$ cat src/rtl/mem_wb_stage.sv
// mem_wb_stage
//
// Memory-access stage of the 6-bit MIPS pipeline, placed directly after the
// EX/MEM register. Non-memory instructions pass to MEM/WB in one cycle.
// Loads and stores are issued to an external data memory over a req/ack
// handshake. EX/MEM is held through stall_o while an access is outstanding.
//
// Optional feature macro: MEM_TIMEOUT_EN
//   Defined   - an access that is not acked within TIMEOUT_CYC ACCESS cycles
//               is abandoned. The instruction retires without a register
//               write, and the sticky err_o is set.
//   Undefined - ACCESS waits for ack indefinitely and err_o is tied to 0.
//
// Ports
//   clk, rst_n                      clock, async active-low reset
//   valid_in                        EX/MEM holds a real instruction
//   RegWriteIN/MemtoRegIN/MemWriteIN  control bits from EX/MEM
//   ALUIN                           ALU result, also the memory address
//   WriteDataIN                     store data
//   WriteRegIN                      destination register
//   stall_o                         hold EX/MEM (drive its enable inverted)
//   mem_req, mem_we                 memory request and write strobe
//   mem_addr, mem_wdata             memory address and write data
//   mem_rdata, mem_ack              read data and single-cycle completion
//   RegWriteOUT/MemtoRegOUT/valid_out  MEM/WB control
//   ReadDataOUT, ALUOUT, WriteRegOUT   MEM/WB data
//   err_o                           sticky timeout error
//
// state  | meaning
// IDLE   | pass-through; a memory op is captured here and stalls one cycle
// ACCESS | request outstanding, waiting for mem_ack (or timeout)

module mem_wb_stage #(
    parameter int DATA_W      = 6,
    parameter int REG_W       = 6,
    parameter int TIMEOUT_CYC = 15
) (
    input  logic              clk,
    input  logic              rst_n,
    input  logic              valid_in,
    input  logic              RegWriteIN,
    input  logic              MemtoRegIN,
    input  logic              MemWriteIN,
    input  logic [DATA_W-1:0] ALUIN,
    input  logic [DATA_W-1:0] WriteDataIN,
    input  logic [REG_W-1:0]  WriteRegIN,
    output logic              stall_o,
    output logic              mem_req,
    output logic              mem_we,
    output logic [DATA_W-1:0] mem_addr,
    output logic [DATA_W-1:0] mem_wdata,
    input  logic [DATA_W-1:0] mem_rdata,
    input  logic              mem_ack,
    output logic              RegWriteOUT,
    output logic              MemtoRegOUT,
    output logic              valid_out,
    output logic [DATA_W-1:0] ReadDataOUT,
    output logic [DATA_W-1:0] ALUOUT,
    output logic [REG_W-1:0]  WriteRegOUT,
    output logic              err_o
);

    typedef enum logic {
        S_IDLE   = 1'b0,
        S_ACCESS = 1'b1
    } state_t;

    state_t state_q, state_d;

    // Request registers: loaded only when leaving IDLE, so they are frozen
    // for the whole ACCESS phase.
    logic [DATA_W-1:0] req_addr_q,  req_addr_d;
    logic [DATA_W-1:0] req_wdata_q, req_wdata_d;
    logic              req_we_q,    req_we_d;
    logic              req_rw_q,    req_rw_d;
    logic              req_m2r_q,   req_m2r_d;
    logic [REG_W-1:0]  req_wreg_q,  req_wreg_d;

    // MEM/WB register
    logic              wb_valid_q, wb_valid_d;
    logic              wb_rw_q,    wb_rw_d;
    logic              wb_m2r_q,   wb_m2r_d;
    logic [DATA_W-1:0] wb_rdata_q, wb_rdata_d;
    logic [DATA_W-1:0] wb_alu_q,   wb_alu_d;
    logic [REG_W-1:0]  wb_wreg_q,  wb_wreg_d;

    logic mem_op;
    logic stall;
    logic timeout_hit;

    assign mem_op = valid_in & (MemtoRegIN | MemWriteIN);

`ifdef MEM_TIMEOUT_EN
    localparam int CNT_W = $clog2(TIMEOUT_CYC + 1);

    logic [CNT_W-1:0] cnt_q, cnt_d;
    logic             err_q, err_d;

    // Fires in the TIMEOUT_CYC-th unacked ACCESS cycle, i.e. the cycle in
    // which the count would reach TIMEOUT_CYC.
    assign timeout_hit = (state_q == S_ACCESS) && !mem_ack &&
                         (cnt_q == CNT_W'(TIMEOUT_CYC - 1));

    always_comb begin
        cnt_d = '0;
        if ((state_q == S_ACCESS) && !mem_ack && !timeout_hit) begin
            cnt_d = cnt_q + 1'b1;
        end
        err_d = err_q | timeout_hit;
    end

    always_ff @(posedge clk or negedge rst_n) begin
        if (!rst_n) begin
            cnt_q <= '0;
            err_q <= 1'b0;
        end else begin
            cnt_q <= cnt_d;
            err_q <= err_d;
        end
    end

    assign err_o = err_q;
`else
    assign timeout_hit = 1'b0;
    assign err_o       = 1'b0;
`endif

    always_comb begin
        state_d     = state_q;
        stall       = 1'b0;
        req_addr_d  = req_addr_q;
        req_wdata_d = req_wdata_q;
        req_we_d    = req_we_q;
        req_rw_d    = req_rw_q;
        req_m2r_d   = req_m2r_q;
        req_wreg_d  = req_wreg_q;
        // MEM/WB defaults to a bubble
        wb_valid_d  = 1'b0;
        wb_rw_d     = 1'b0;
        wb_m2r_d    = 1'b0;
        wb_rdata_d  = '0;
        wb_alu_d    = '0;
        wb_wreg_d   = '0;

        case (state_q)
            S_IDLE: begin
                if (mem_op) begin
                    stall       = 1'b1;
                    state_d     = S_ACCESS;
                    req_addr_d  = ALUIN;
                    req_wdata_d = WriteDataIN;
                    req_we_d    = MemWriteIN;
                    req_rw_d    = RegWriteIN;
                    // a store with MemtoReg also set is treated as a plain store
                    req_m2r_d   = MemtoRegIN & ~MemWriteIN;
                    req_wreg_d  = WriteRegIN;
                end else begin
                    wb_valid_d = valid_in;
                    wb_rw_d    = RegWriteIN;
                    wb_m2r_d   = MemtoRegIN;
                    wb_alu_d   = ALUIN;
                    wb_wreg_d  = WriteRegIN;
                end
            end
            S_ACCESS: begin
                if (mem_ack) begin
                    state_d    = S_IDLE;
                    wb_valid_d = 1'b1;
                    wb_rw_d    = req_rw_q;
                    wb_m2r_d   = req_m2r_q;
                    wb_rdata_d = req_we_q ? '0 : mem_rdata;
                    wb_alu_d   = req_addr_q;
                    wb_wreg_d  = req_wreg_q;
                end else if (timeout_hit) begin
                    // retire without a register write so the pipeline drains
                    state_d    = S_IDLE;
                    wb_valid_d = 1'b1;
                    wb_m2r_d   = req_m2r_q;
                    wb_alu_d   = req_addr_q;
                    wb_wreg_d  = req_wreg_q;
                end else begin
                    stall = 1'b1;
                end
            end
            default: state_d = S_IDLE;
        endcase
    end

    always_ff @(posedge clk or negedge rst_n) begin
        if (!rst_n) begin
            state_q     <= S_IDLE;
            req_addr_q  <= '0;
            req_wdata_q <= '0;
            req_we_q    <= 1'b0;
            req_rw_q    <= 1'b0;
            req_m2r_q   <= 1'b0;
            req_wreg_q  <= '0;
            wb_valid_q  <= 1'b0;
            wb_rw_q     <= 1'b0;
            wb_m2r_q    <= 1'b0;
            wb_rdata_q  <= '0;
            wb_alu_q    <= '0;
            wb_wreg_q   <= '0;
        end else begin
            state_q     <= state_d;
            req_addr_q  <= req_addr_d;
            req_wdata_q <= req_wdata_d;
            req_we_q    <= req_we_d;
            req_rw_q    <= req_rw_d;
            req_m2r_q   <= req_m2r_d;
            req_wreg_q  <= req_wreg_d;
            wb_valid_q  <= wb_valid_d;
            wb_rw_q     <= wb_rw_d;
            wb_m2r_q    <= wb_m2r_d;
            wb_rdata_q  <= wb_rdata_d;
            wb_alu_q    <= wb_alu_d;
            wb_wreg_q   <= wb_wreg_d;
        end
    end

    // stall is gated by rst_n so EX/MEM is released while reset is held
    assign stall_o     = stall & rst_n;
    assign mem_req     = (state_q == S_ACCESS);
    assign mem_we      = (state_q == S_ACCESS) & req_we_q;
    assign mem_addr    = req_addr_q;
    assign mem_wdata   = req_wdata_q;

    assign valid_out   = wb_valid_q;
    assign RegWriteOUT = wb_rw_q;
    assign MemtoRegOUT = wb_m2r_q;
    assign ReadDataOUT = wb_rdata_q;
    assign ALUOUT      = wb_alu_q;
    assign WriteRegOUT = wb_wreg_q;

endmodule

$ cat config.mk
export PLATFORM = sky130hd
export DESIGN_NAME = mem_wb_stage
export DESIGN_NICKNAME = d
export VERILOG_FILES = /design/src/rtl/mem_wb_stage.sv
export SDC_FILE = /design/constraint.sdc
export NUM_CORES = 1
export LEC_CHECK = 0
export CAP_MARGIN = 10
export CORE_ASPECT_RATIO = 1.75
export CORE_MARGIN = 4
export CORE_UTILIZATION = 30
export DETAILED_ROUTE_END_ITERATION = 8
export SKIP_LAST_GASP = 1
export SYNTH_ARGS = -nofsm -noshare
export SYNTH_HDL_FRONTEND = slang
export SYNTH_SLANG_ARGS = --single-unit
$ cat constraint.sdc
create_clock -name clk -period 1.6 [get_ports clk]
set_clock_uncertainty 0.15 [all_clocks]
set_input_delay 0.32 -clock clk [delete_from_list [all_inputs] [get_ports clk]]
set_output_delay 0.32 -clock clk [all_outputs]
set_load 0.05 [all_outputs]
# [Word-level counts from Yosys, hierarchy flattened]
# Index checks and enable logic that the tools add are counted.
[word_totals] register_bits=43
[op_classes] muxes=21 n_bitwise=7 reduce_logical=1
[ops] op="two-way mux 6 bit" n=7
[ops] op="one-hot mux 6 bit (2 select lines)" n=2
[ops] op="two-way mux 1 bit" n=8
[ops] op="one-hot mux 1 bit (2 select lines)" n=4
[ops] op="AND 1 bit" n=4
[ops] op="NOT 1 bit" n=2
[ops] op="AND reduction 2 bit" n=1
[ops] op="bitwise OR 1 bit" n=1

# [Logic depth before layout (Yosys ltp)]
[depth] ltp_word=5 depth_mapped=5 depth_no_buf=3

# [Worst setup path before layout]
# Ideal clock, no wire load.
[synth_timing] path_kind="register to output" from="reg state_q (netlist: mem_req)" to="out stall_o" t_arrival_ps=2313 setup_slack_ps=-1183 path_stages_with_launch=5 n_path_buf=2 path_cell_list="dfrtp_1 -> and2_1 -> buf_2 -> buf_2 -> nor3b_1"
[synth_between] elab_chain_len=3
[synth_lines] item="from (decl)" line_no="68" rtl="state_t state_q, state_d;"
[synth_lines] item="from (signal assigned)" line_no="205" rtl="state_q <= state_d;"
[synth_lines] item="NOT 1 bit"
[synth_lines] item="one-hot mux 1 bit (2 select lines) *" line_no="145" rtl="case (state_q)"
[synth_lines] item="AND 1 bit *" line_no="222" rtl="assign stall_o = stall & rst_n;"
[synth_lines] item="to (decl)" line_no="47" rtl="output logic stall_o,"
# Mark *: on every way between the ends. The rest lies on a longest branch, timed or not.

# [Worst setup path after layout]
# Same ends and word-level chain as after synthesis.

==> summary.md <==
| Metric | Value |
|---|---|
| RSZ-0062 raised after global routing | true |
| Final GP Congestion | 0.725 |
| Initial Util | 0.312 |
| Setup_tns | -0.774 ns |
| Slew @ Worst Pin | 0.543 ns |
| CTS Buffer Depth | 2 |
| # hold bufs at CTS | 0 |
| YS warnings | 0 |
| Failing checks | setup timing |
| Post-Layout Cell Count | 260 |
| Slowest CP cell | dfrtp_2 |
| Core Area | 5300 um^2 |
| Multi-input gate area | between 500 and 600 um^2 |
| CP arrival | 1.26 ns |
| MaxCap Viol Count | 0 |
| Rel. slew slack | 0.638 |
| Gr ovfl total | 0 |
| Crit-path leading delay family | flip-flops |
| Routed vias/inst | ~4.4 |
| Number of fill cells | 455 |
| Worst path buffer plus inverter count | 1 |
| Final hold vios | 0 |
| All-Layer GR Usage | 0.131 |
| Type of origin of the critical path | flip-flop |
| Worst-path maximum fanout | 4 |
| Avg WL per Cell | approximately 16 um |
| Final period util | 1.08 |
| Hold Path Class | in2async |
| Crit path capture type | primary output |
| Leak Pwr | 1.36 nW |
| Critical path class | reg2out |
| Die Wd | about 64 um |
| Nets | 217 |
| Fin. max-slew vios | 0 |
| Die Area | 6810 um^2 |
| Root Driver | clkbuf_8 |
| Placed Instances | 251 |
| Placed Instance Area | roughly 2900 um^2 |
| Final Cell Area | 2960 um^2 |
| Status | complete, but fails checks |
| Worst setup margin | -0.130 ns |
| CTS tree | yes |
| Clk sinks | 43 |
| Clk slew on worst S/H paths | 0.08 ns |
| Shortest period the worst path allows | 1.73 ns |
| PortBufs | 66 |
| Die Span Y | 106 um |
| PD cells | around 1600 nW/um^2 |
| Register Area | 1080 um^2 |
| Setup violators final | 21 |
| Ports | between 60 and 70 |
| Largest net degree at the start of global routing | 44 |
| Area Growth Syn to Fin | 78.9% |
| Antenna diodes | 0 |
| # DRC | 0 |
| CTS Buf Count | 5 |
| Initial DRT Pass Iterations | 4 |
| Syn Area/Cell | 15.6 um^2 |
| Vias in the first global route | 1353 |
| First-pass GRT wire length | 6.72 mm |
| Site Rows | 35 |
| WHS | 0.0137 ns |
| Syn Std Cell Area | 1650 um^2 |
| Post-synthesis sequential area ratio | 0.651 |
| Library cells used by synthesis | 20 |
| Vias post-DR | 1144 |
| Worst VDD drop | 0.859 mV |
| CP Cell Sequence | and2_4, nor3b_4, buf_6 |
| Clk_lat worst skew | approximately 0.28 ns |
| Max Clk Rate | 578 MHz |
| Syn nets | ~140 |
| CTS H-Tree Depth | 2 |
| Post-synthesis register bit count | 43 |
| Dpl hpwl | 3.24 mm |
| Worst EP required | 1.13 ns |
| Largest stage delay, worst path | 0.44 ns |
| Post-Syn Instances | around 110 |
| Initial antenna violation count | 0 |
| Post-route ant nets | 0 |
| Total wire length | 4.14 mm |
| Share of cells above drive strength 1 | 0.446 |
| DRT iter0 DRCs | 24 |
==> kinds of logic (layout without fill, tap and decap cells) <==
group | count (synthesis) | after routing | synth area share
other cells | 1 | 1 | 0.00227
mux | 19 | 19 | 0.152
buf+inv | 6 | 86 | 0.0325
flops | 43 | 43 | 0.651
simple gates | 18 | 18 | 0.0704
compound gates | 19 | 19 | 0.0923
==> where the power goes <==
group | switching, W | total (W) | internal, W
logic | 0.00106 | 0.00228 | 0.00122
registers | 0.000270 | 0.00163 | 0.00136
clock network | 0.000344 | 0.000683 | 0.000339
total | 0.00168 | 0.00459 | 0.00292
==> per-stage QoR <==
step                utilization  setup slack [ns]  power, W
floorplan                     -            -0.330   0.00271
CTS                       0.558            -0.143   0.00465
detailed placement        0.538            -0.384   0.00393
global placement          0.538            -0.351   0.00389
global route              0.558            -0.171   0.00478
finish                    0.558            -0.130   0.00459
==> layer usage <==
metal  GRT usage  part of all wire
met4      0.0454            0.0065
met5           0                 0
met1       0.131              0.36
met2       0.245              0.56
met3      0.0423             0.068
==> registers in the layout, summed over array words and instances (netlist names) <==
| signal | flops |
|---|---|
| RegWriteOUT | 1 |
| req_we_q | 1 |
| ALUOUT | 6 |
| mem_wdata | 6 |
| mem_req | 1 |
| WriteRegOUT | 6 |
| ReadDataOUT | 6 |
| MemtoRegOUT | 1 |
| mem_addr | 6 |
| req_rw_q | 1 |
| valid_out | 1 |
| req_wreg_q | 6 |
| req_m2r_q | 1 |
==> final timing paths <==
path | cells past startpoint | from | end | slack [ns]
min in group clk | 2 | valid_in | MemtoRegOUT | 0.25
worst min-delay path | 2 | rst_n | ReadDataOUT[4] | 0.01
worst min register to register | 2 | req_m2r_q | MemtoRegOUT | 0.35
worst max register to register | 5 | mem_req | mem_wdata[2] | -0.05
worst max-delay path | 3 | mem_req | stall_o | -0.13
max in group asynchronous | 2 | rst_n | mem_req | 0.89
==> synthesized netlist by cell type (all sizes together) <==
master	count	share of area
nand2b	1	0.0038
a21o	1	0.0045
nor3b	1	0.0045
o21ai	1	0.0030
and2	8	0.030
dfrtp	43	0.65
a22o	14	0.074
a21oi	2	0.0061
mux2	19	0.15
nand2	2	0.0045
buf	6	0.033
conb	1	0.0023
o21a	1	0.0045
nor2b	3	0.020
nor2	3	0.0068
==> worst reg2reg max path, stage by stage, from the launching register on <==
cell	delay [ns]
dfrtp_2	0.44
buf_4	0.15
nor2b_4	0.11
nor2b_4	0.21
buf_12	0.18
mux2_4	0.31
==> cell type report <==
| class | count | share of cell area |
|---|---|---|
| flip-flops and latches | 43 | 0.364 |
| clock buffers | 6 | 0.0279 |
| clock inverters | 1 | 0.00169 |
| well taps | 74 | 0.0313 |
| repair buffers | 79 | 0.380 |
| multi-input cells | 57 | 0.195 |
==> timing repair <==
item,4_1_cts,5_1_grt
endpoints found under the setup margin,21,21
buffers inserted,2,0
pin swaps,3,2
resized for setup,7,0
==> cell usage in the layout, fill, tap and decap left out, drive strengths merged, types with 2 or more instances in the layout <==
cell	count
a21oi	2
a22o	14
and2	8
buf	50
clkbuf	6
clkdlybuf4s50	25
dfrtp	43
dlygate4sd2	4
mux2	19
nand2	2
nor2	3
nor2b	3
(Power assumes the default switching activity.)
